===== config.mk =====
export PLATFORM = sky130hd
export DESIGN_NAME = conv_addr_sequencer
export DESIGN_NICKNAME = d
export VERILOG_FILES = /design/src/rtl/conv_addr_sequencer.sv
export SDC_FILE = /design/constraint.sdc
export NUM_CORES = 1
export LEC_CHECK = 0
export ABC_AREA = 1
export CAP_MARGIN = 30
export CELL_PAD_IN_SITES_DETAIL_PLACEMENT = 2
export CELL_PAD_IN_SITES_GLOBAL_PLACEMENT = 2
export CORE_MARGIN = 2
export CORE_UTILIZATION = 28
export DETAILED_ROUTE_END_ITERATION = 12
export HOLD_SLACK_MARGIN = 0.15
export PLACE_DENSITY = 0.9
export SLEW_MARGIN = 20
export SYNTH_ARGS = -nofsm -noshare
export SYNTH_HDL_FRONTEND = slang
export SYNTH_SLANG_ARGS = --single-unit
export TNS_END_PERCENT = 30

===== constraint.sdc =====
create_clock -name clk -period 2.1 [get_ports clk]
set_input_delay 0.21 -clock clk [delete_from_list [all_inputs] [get_ports clk]]
set_output_delay 0.21 -clock clk [all_outputs]
set_load 0.02 [all_outputs]

===== src/rtl/conv_addr_sequencer.sv =====
// conv_addr_sequencer
//   Walks every output element of a convolution layer and emits its write
//   address with a valid/ready handshake. Iteration order is filter innermost,
//   then output column, then output row. Addresses are produced by incremental
//   registers only (no multiplier on the output path) and wrap modulo 2^ADDR_W.
//
//   Parameters: IMG_HEIGHT, IMG_WIDTH, KERNEL, STRIDE, NUM_FILTERS,
//               LAYOUT (0 = filter-major, 1 = pixel-interleaved), ADDR_W.
//   Ports:
//     clk, rst_n     clock (rising edge), asynchronous active-low reset
//     clear          synchronous abort to IDLE (wins over start)
//     start          begin a sequence, sampled only in IDLE
//     base_addr      base address, captured on an accepted start
//     out_ready      consumer accepts the current element
//     out_valid      element valid (high exactly while running)
//     out_addr       registered write address
//     out_filter/out_row/out_col  indices of the current element
//     out_last       current element is the final one
//     busy           not idle
//     done           one-cycle completion pulse
//     stall_cnt      RUN cycles with out_ready low (saturating)
//   Optional feature macro: CONV_ADDR_STALL_CNT_EN enables stall_cnt;
//   without it stall_cnt is tied to zero.
module conv_addr_sequencer #(
  parameter int IMG_HEIGHT  = 28,
  parameter int IMG_WIDTH   = 28,
  parameter int KERNEL      = 3,
  parameter int STRIDE      = 1,
  parameter int NUM_FILTERS = 8,
  parameter int LAYOUT      = 0,
  parameter int ADDR_W      = 32,
  localparam int OUT_H = (IMG_HEIGHT - KERNEL) / STRIDE + 1,
  localparam int OUT_W = (IMG_WIDTH - KERNEL) / STRIDE + 1,
  localparam int FW    = (NUM_FILTERS > 1) ? $clog2(NUM_FILTERS) : 1,
  localparam int RW    = (OUT_H > 1) ? $clog2(OUT_H) : 1,
  localparam int CW    = (OUT_W > 1) ? $clog2(OUT_W) : 1
) (
  input  logic              clk,
  input  logic              rst_n,
  input  logic              clear,
  input  logic              start,
  input  logic [ADDR_W-1:0] base_addr,
  input  logic              out_ready,
  output logic              out_valid,
  output logic [ADDR_W-1:0] out_addr,
  output logic [FW-1:0]     out_filter,
  output logic [RW-1:0]     out_row,
  output logic [CW-1:0]     out_col,
  output logic              out_last,
  output logic              busy,
  output logic              done,
  output logic [31:0]       stall_cnt
);

  localparam int TOTAL = OUT_H * OUT_W * NUM_FILTERS;

  localparam logic [1:0] IDLE = 2'd0;
  localparam logic [1:0] RUN  = 2'd1;
  localparam logic [1:0] DONE = 2'd2;

  localparam logic [FW-1:0]     F_MAX = FW'(NUM_FILTERS - 1);
  localparam logic [RW-1:0]     R_MAX = RW'(OUT_H - 1);
  localparam logic [CW-1:0]     C_MAX = CW'(OUT_W - 1);
  localparam logic [ADDR_W-1:0] PLANE = ADDR_W'(OUT_H * OUT_W);

  logic [1:0]        state;
  logic [FW-1:0]     f_q, f_n;
  logic [RW-1:0]     r_q, r_n;
  logic [CW-1:0]     c_q, c_n;
  logic [ADDR_W-1:0] addr_q, addr_n;
  logic [ADDR_W-1:0] pix_q, pix_n;
  logic              last_q, last_n;
  logic              xfer;
  logic              f_wrap, c_wrap, r_wrap;

  assign xfer   = (state == RUN) && out_ready;
  assign f_wrap = (f_q == F_MAX);
  assign c_wrap = (c_q == C_MAX);
  assign r_wrap = (r_q == R_MAX);

  // Next element in iteration order. For filter-major layout, pix_q tracks
  // base + r*OUT_W + c (which steps by one whenever the filter index wraps)
  // and the address adds one plane per filter step; interleaved layout is
  // simply a running +1.
  always_comb begin
    f_n    = f_q;
    c_n    = c_q;
    r_n    = r_q;
    pix_n  = pix_q;
    addr_n = addr_q;
    if (f_wrap) begin
      f_n = '0;
      if (c_wrap) begin
        c_n = '0;
        r_n = r_wrap ? '0 : r_q + 1'b1;
      end else begin
        c_n = c_q + 1'b1;
      end
    end else begin
      f_n = f_q + 1'b1;
    end
    if (LAYOUT == 1) begin
      addr_n = addr_q + 1'b1;
    end else if (f_wrap) begin
      pix_n  = pix_q + 1'b1;
      addr_n = pix_q + 1'b1;
    end else begin
      addr_n = addr_q + PLANE;
    end
    last_n = (f_n == F_MAX) && (c_n == C_MAX) && (r_n == R_MAX);
  end

  always_ff @(posedge clk or negedge rst_n) begin
    if (!rst_n) begin
      state  <= IDLE;
      f_q    <= '0;
      r_q    <= '0;
      c_q    <= '0;
      addr_q <= '0;
      pix_q  <= '0;
      last_q <= 1'b0;
    end else if (clear) begin
      state  <= IDLE;
      f_q    <= '0;
      r_q    <= '0;
      c_q    <= '0;
      addr_q <= '0;
      pix_q  <= '0;
      last_q <= 1'b0;
    end else begin
      case (state)
        IDLE: begin
          if (start) begin
            state  <= RUN;
            f_q    <= '0;
            r_q    <= '0;
            c_q    <= '0;
            addr_q <= base_addr;
            pix_q  <= base_addr;
            last_q <= (TOTAL == 1);
          end
        end
        RUN: begin
          if (xfer) begin
            if (last_q) begin
              state <= DONE;
            end else begin
              f_q    <= f_n;
              r_q    <= r_n;
              c_q    <= c_n;
              addr_q <= addr_n;
              pix_q  <= pix_n;
              last_q <= last_n;
            end
          end
        end
        default: state <= IDLE;
      endcase
    end
  end

  assign out_valid  = (state == RUN);
  assign out_addr   = addr_q;
  assign out_filter = f_q;
  assign out_row    = r_q;
  assign out_col    = c_q;
  assign out_last   = last_q;
  assign busy       = (state != IDLE);
  assign done       = (state == DONE);

`ifdef CONV_ADDR_STALL_CNT_EN
  logic [31:0] stall_q;

  always_ff @(posedge clk or negedge rst_n) begin
    if (!rst_n) begin
      stall_q <= '0;
    end else if (clear) begin
      stall_q <= '0;
    end else if ((state == IDLE) && start) begin
      stall_q <= '0;
    end else if ((state == RUN) && !out_ready && (stall_q != '1)) begin
      stall_q <= stall_q + 1'b1;
    end
  end

  assign stall_cnt = stall_q;
`else
  assign stall_cnt = '0;
`endif

endmodule


Word level (Yosys, flattened, before mapping)
Index checks and enable logic that the tools add are counted.
W data, S select, Z words.
{"block": "totals", "elab_cells": 76, "out_inout_bits": 81, "in_bits": 37, "register_bits": 80}
{"block": "classes", "mux": 41, "n_reduce_logical": 10, "addsub": 5, "n_eq_ne": 13}
{"cell": "$mux W32", "count": 9}
{"cell": "$pmux W32 S2", "count": 2}
{"cell": "$mux W5", "count": 12}
{"cell": "$add A32 B1 Y32 const B", "count": 1}
{"cell": "$add A32 B10 Y32 const B", "count": 1}
{"cell": "$eq A5 B5 Y1 const B", "count": 4}
{"cell": "$pmux W5 S2", "count": 2}
{"cell": "$mux W3", "count": 5}
{"cell": "$add A5 B1 Y5 const B", "count": 2}
{"cell": "$ne A3 B2 Y1 const B", "count": 3}
{"cell": "$mux W2", "count": 4}
{"cell": "$eq A3 B3 Y1 const B", "count": 2}
{"cell": "$ne A3 B3 Y1 const B", "count": 2}
{"cell": "$pmux W3 S2", "count": 1}
{"cell": "$reduce_and A3 Y1", "count": 2}
{"cell": "$reduce_and A5 Y1", "count": 1}
{"cell": "$mux W1", "count": 4}
{"cell": "$pmux W2 S2", "count": 1}
{"cell": "$reduce_and A4 Y1", "count": 1}
{"cell": "$add A3 B1 Y3 const B", "count": 1}
{"cell": "$logic_and A1 B1 Y1", "count": 3}
{"cell": "$reduce_bool A3 Y1", "count": 1}
{"cell": "$eq A2 B1 Y1 const B", "count": 1}
{"cell": "$eq A2 B2 Y1 const B", "count": 1}
{"cell": "other kinds (3)", "count": 3}

Longest topological paths before layout
{"block": "depth", "depth_word": 10, "ltp_mapped": 13, "mapped_depth_nobuf": 13}

Least setup slack after synthesis
No wires, ideal clock.
{"block": "synth_path", "kind": "reg2reg", "startpoint": "register f_q[1], in the netlist out_filter[1]", "endpoint": "register addr_q[22], in the netlist out_addr[22]", "t_arrival_ps": 1721, "stages_incl_launch_ff": 9, "period_less_slack_ps": 1847, "setup_slack_ps": 253, "setup_time_ps": 127, "required_time_ps": 1973, "n_path_buf": 1, "path_cell_list": "dfrtp_1 ha_1 ha_1 inv_1 nor2_2 clkbuf_1 nand2_1 nand3_1 o21ai_1"}
{"block": "synth_via", "elab_chain_cells": 6}
{"item": "start, declared", "line_no": "67", "text": "logic [FW-1:0] f_q, f_n;"}
{"item": "start signal, assigned", "line_no": "148", "text": "f_q <= f_n;"}
{"item": "$eq A3 B3 Y1", "line_no": "77", "text": "assign f_wrap = (f_q == F_MAX);"}
{"item": "$mux W32", "line_no": "104", "text": "end else if (f_wrap) begin"}
{"item": "$mux W32", "line_no": "145", "text": "if (last_q) begin"}
{"item": "$mux W32", "line_no": "144", "text": "if (xfer) begin"}
{"item": "$pmux W32 S2", "line_no": "131", "text": "case (state)"}
{"item": "$mux W32", "line_no": "122", "text": "end else if (clear) begin"}
{"item": "end signal, assigned", "line_no": "138", "text": "addr_q <= base_addr;"}
{"item": "end signal, assigned", "line_no": "151", "text": "addr_q <= addr_n;"}
{"item": "end, declared", "line_no": "70", "text": "logic [ADDR_W-1:0] addr_q, addr_n;"}
No other way between the ends. The select of a mux whose other input is x is not followed.
A chain may end at the register's enable or synchronous reset.

Final worst setup path
{"block": "layout_path", "startpoint": "register pix_q[5]", "endpoint": "register pix_q[12]"}
{"block": "layout_via", "elab_chain_cells": 6}
{"item": "start, declared", "line_no": "71", "text": "logic [ADDR_W-1:0] pix_q, pix_n;"}
{"item": "start signal, assigned", "line_no": "139", "text": "pix_q <= base_addr;"}
{"item": "start signal, assigned", "line_no": "152", "text": "pix_q <= pix_n;"}
{"item": "$add A32 B1 Y32", "line_no": "105", "text": "pix_n = pix_q + 1'b1;"}
{"item": "$mux W32", "line_no": "104"}
{"item": "$mux W32", "line_no": "145"}
{"item": "$mux W32", "line_no": "144"}
{"item": "$pmux W32 S2", "line_no": "131"}
{"item": "$mux W32", "line_no": "122"}
No other way between the ends. The select of a mux whose other input is x is not followed.

==> results.tsv <==
metric	value	unit
p_per_area	1250	nW/um2
worst_r2r_path_depth	8	
io_pins	118	
routedWlPerCell	21.0	um
antenna_found_initial	0	
synth_edf_count	0	
drv_slew	0	
grt_pass1_vias	7963	
power.switching	0.00503	W
pre_cts_slack	-0.0605	ns
grt_max_degree	33	
cts_max_level	3	
fin_nets	1139	
firstDrtPassIters	5	
die_y	153	um
syn_inst	972	
synth_top_area_share	32.3	%
viasPerCell	5.21	
crit_path_cell_trace	nand2_1 -> nor2_1 -> nand2_1 -> nor2_1 -> xor2_1 -> nand2_1 -> nand4_1 -> o21ai_0	
fin_crit_sh	97.0	%
fin_total_pwr	0.00999	W
cts_tree	built	
grt_pass1_wl	45300	um
setup_viol	0	
fill_cells	2635	
die_area	23400	um2
cts_buffers	9	
startpoint_type	flip-flop	
p_leak	3.66	nW
worstReg2RegStart	pix_q[5]$_DFFE_PN0P_	
final_layout_size_suffix_gt1_share	9.65	%
clock_latency	0.36	ns
ys_types	42	
tightest_slew	0.544	ns
cpPeakStageDelay	0.44	ns
rows	54	
p_clk_share	17.1	%
ys_top_cells_by_area	dfrtp_1 (32%), nand2_1 (19%), nand3_1 (9.0%)	
maxSlewHeadroom	63.6	%
critPathRequiredTime	2.33	ns
portBuffers	85	
drc	0	
synth_area_per_cell	6.38	um2
rr_endpoint	pix_q[12]$_DFFE_PN0P_	
path_class	flip-flop to flip-flop	
period_minus_slack	2.04	ns
worst_slack	0.0627	ns
die_w	153	um
rsz0062_at_grt	yes	
fmax	491	MHz
dpl.hpwl	22300	um
crit_slowest_cell	dfrtp_1	
end_kind	flip-flop	
netlist_area	6200	um2
cp_max_fo	4	
clkTransAtPathRegs	0.07	ns
synth_ff_type	dfrtp_1	
yosys.area.top_type	dfrtp_1	
area_growth_syn_to_layout	28.4	%
ys_seq_area_share	32.3	%
initial_core_util	28.5	%
intPower	0.00495	W
critPathArrivalTime	2.27	ns
synth-async-reset-ratio	100	%
wl	28900	um
ant_nets	0	
hp-class	input pin to asynchronous set/reset pin	
grt_overflow	0	
cts.sinks	80	
swShare	50.4	%
final_cell_mix	nand2_1 (311), nand3_1 (111), inv_1 (107)	
antennaDiodeCount	0	
final_util	36.6	%
ys_ff_latch	80	
cap_viol_max_count	0	
rrSetupSlack	0.06	ns
cts_buffer_depth	2	
combPwrFrac	54.2	%
peakVddDrop	0.000529	V
final_hold_viol_count	0	
status	completed	
fin_skew	0.0128	ns
yosysWarnings	0	
core_area	21800	um2
cts-root-buf	clkbuf_16	
gp_congestion	0.886	
power_frac_seq	28.7	%
setup_tns	0	ns
grt_usage	24.7	%
drtIter0Drc	338	
num_vias	7175	
path_common_cell	nand2_1	
layout_commonest_cell	nand2_1	
-- metal layers --
metal	track usage, %	routed length (um)
met4	8.60	849
met1	29.5	12100
met2	45.5	15000
met3	3.35	983
met5	0	0
-- worst max path at each step --
stage	startpoint	to	slack, ns	depth (start not counted)
finish	pix_q[5]$_DFFE_PN0P_	pix_q[12]$_DFFE_PN0P_	0.06	8
global route	state[1]$_DFFE_PN0P_	pix_q[22]$_DFFE_PN0P_	-0.06	9
CTS	out_filter[0]$_DFFE_PN0P_	out_addr[3]$_DFFE_PN0P_	0.005	9
detailed placement	out_filter[0]$_DFFE_PN0P_	out_last$_DFFE_PN0P_	-0.06	11
global placement	clear	out_addr[29]$_DFFE_PN0P_	0.11	11
floorplan	out_filter[1]$_DFFE_PN0P_	out_addr[22]$_DFFE_PN0P_	0.25	8
-- cell usage after synthesis (all sizes together), types with 8 or more instances --
library cell,number
dfrtp,80
o22ai,10
a21oi,15
or2,8
buf,49
nand4,20
nor2,116
nor3,16
o21ai,62
inv,110
xor2,17
nand3,113
nand2,316
ha,9
-- through the flow --
stage / std cells / area [um2] / hold WS [ns]
6_report: 1378 / 7970 / 0.347
5_1_grt: 1378 / 7970 / 0.397
4_1_cts: 1376 / 7920 / 0.366
3_5_place_dp: 1359 / 7590 / 0.189
3_3_place_gp: 1359 / 7590 / 0.185
2_1_floorplan: 1003 / 6320 / -0.0856
-- cells by family after synthesis --
| group | synth area share [%] |
|---|---|
| muxes | 0.161 |
| buffers and inverters | 12.5 |
| and+or+nand+nor | 41.8 |
| xor gates and xnor gates | 2.54 |
| AOI/OAI and AO/OA | 8.91 |
| adders and majority gates | 1.82 |
| other | 0.0605 |
| DFF | 32.3 |
-- what timing repair did --
action,CTS,global route
buffers inserted,0,2
hold endpoints to repair,24,0
setup endpoints to repair,2,26
pin swaps,0,1
resized for setup,2,11
gates cloned,0,0
hold buffers,1,0
-- power groups by stage --
stage | Sequential, W | Combinational (W) | Clock (W)
final | 0.00287 | 0.00542 | 0.00170
after global routing | 0.00294 | 0.00586 | 0.00178
after CTS | 0.00284 | 0.00537 | 0.00173
after detailed placement | 0.00286 | 0.00524 | 0
after global placement | 0.00282 | 0.00501 | 0
after floorplan | 0.00293 | 0.00262 | 0
-- area by class of cell --
class | instances | area, um2 | area share, %
Sequential cell | 80 | 2010 | 25.2
Clock buffer | 9 | 225 | 2.83
Clock inverter | 7 | 81.3 | 1.02
Multi-Input combinational cell | 756 | 3580 | 45.0
Tap cell | 280 | 350 | 4.40
Inverter | 111 | 420 | 5.28
Timing Repair Buffer | 135 | 1300 | 16.3
-- worst max-delay path, delay by kind of cell, from the launching register on --
family	cells	cell delay, ns
xor+xnor	1	0.26
compound gates	1	0.11
simple gates	6	1.12
flops	1	0.44
-- sequential cells by signal (all words and copies together), names as in the netlist --
name	count
out_filter	3
pix_q	32
state	2
out_col	5
out_addr	32
out_last	1
out_row	5
Power figures use the tool's default switching activity.
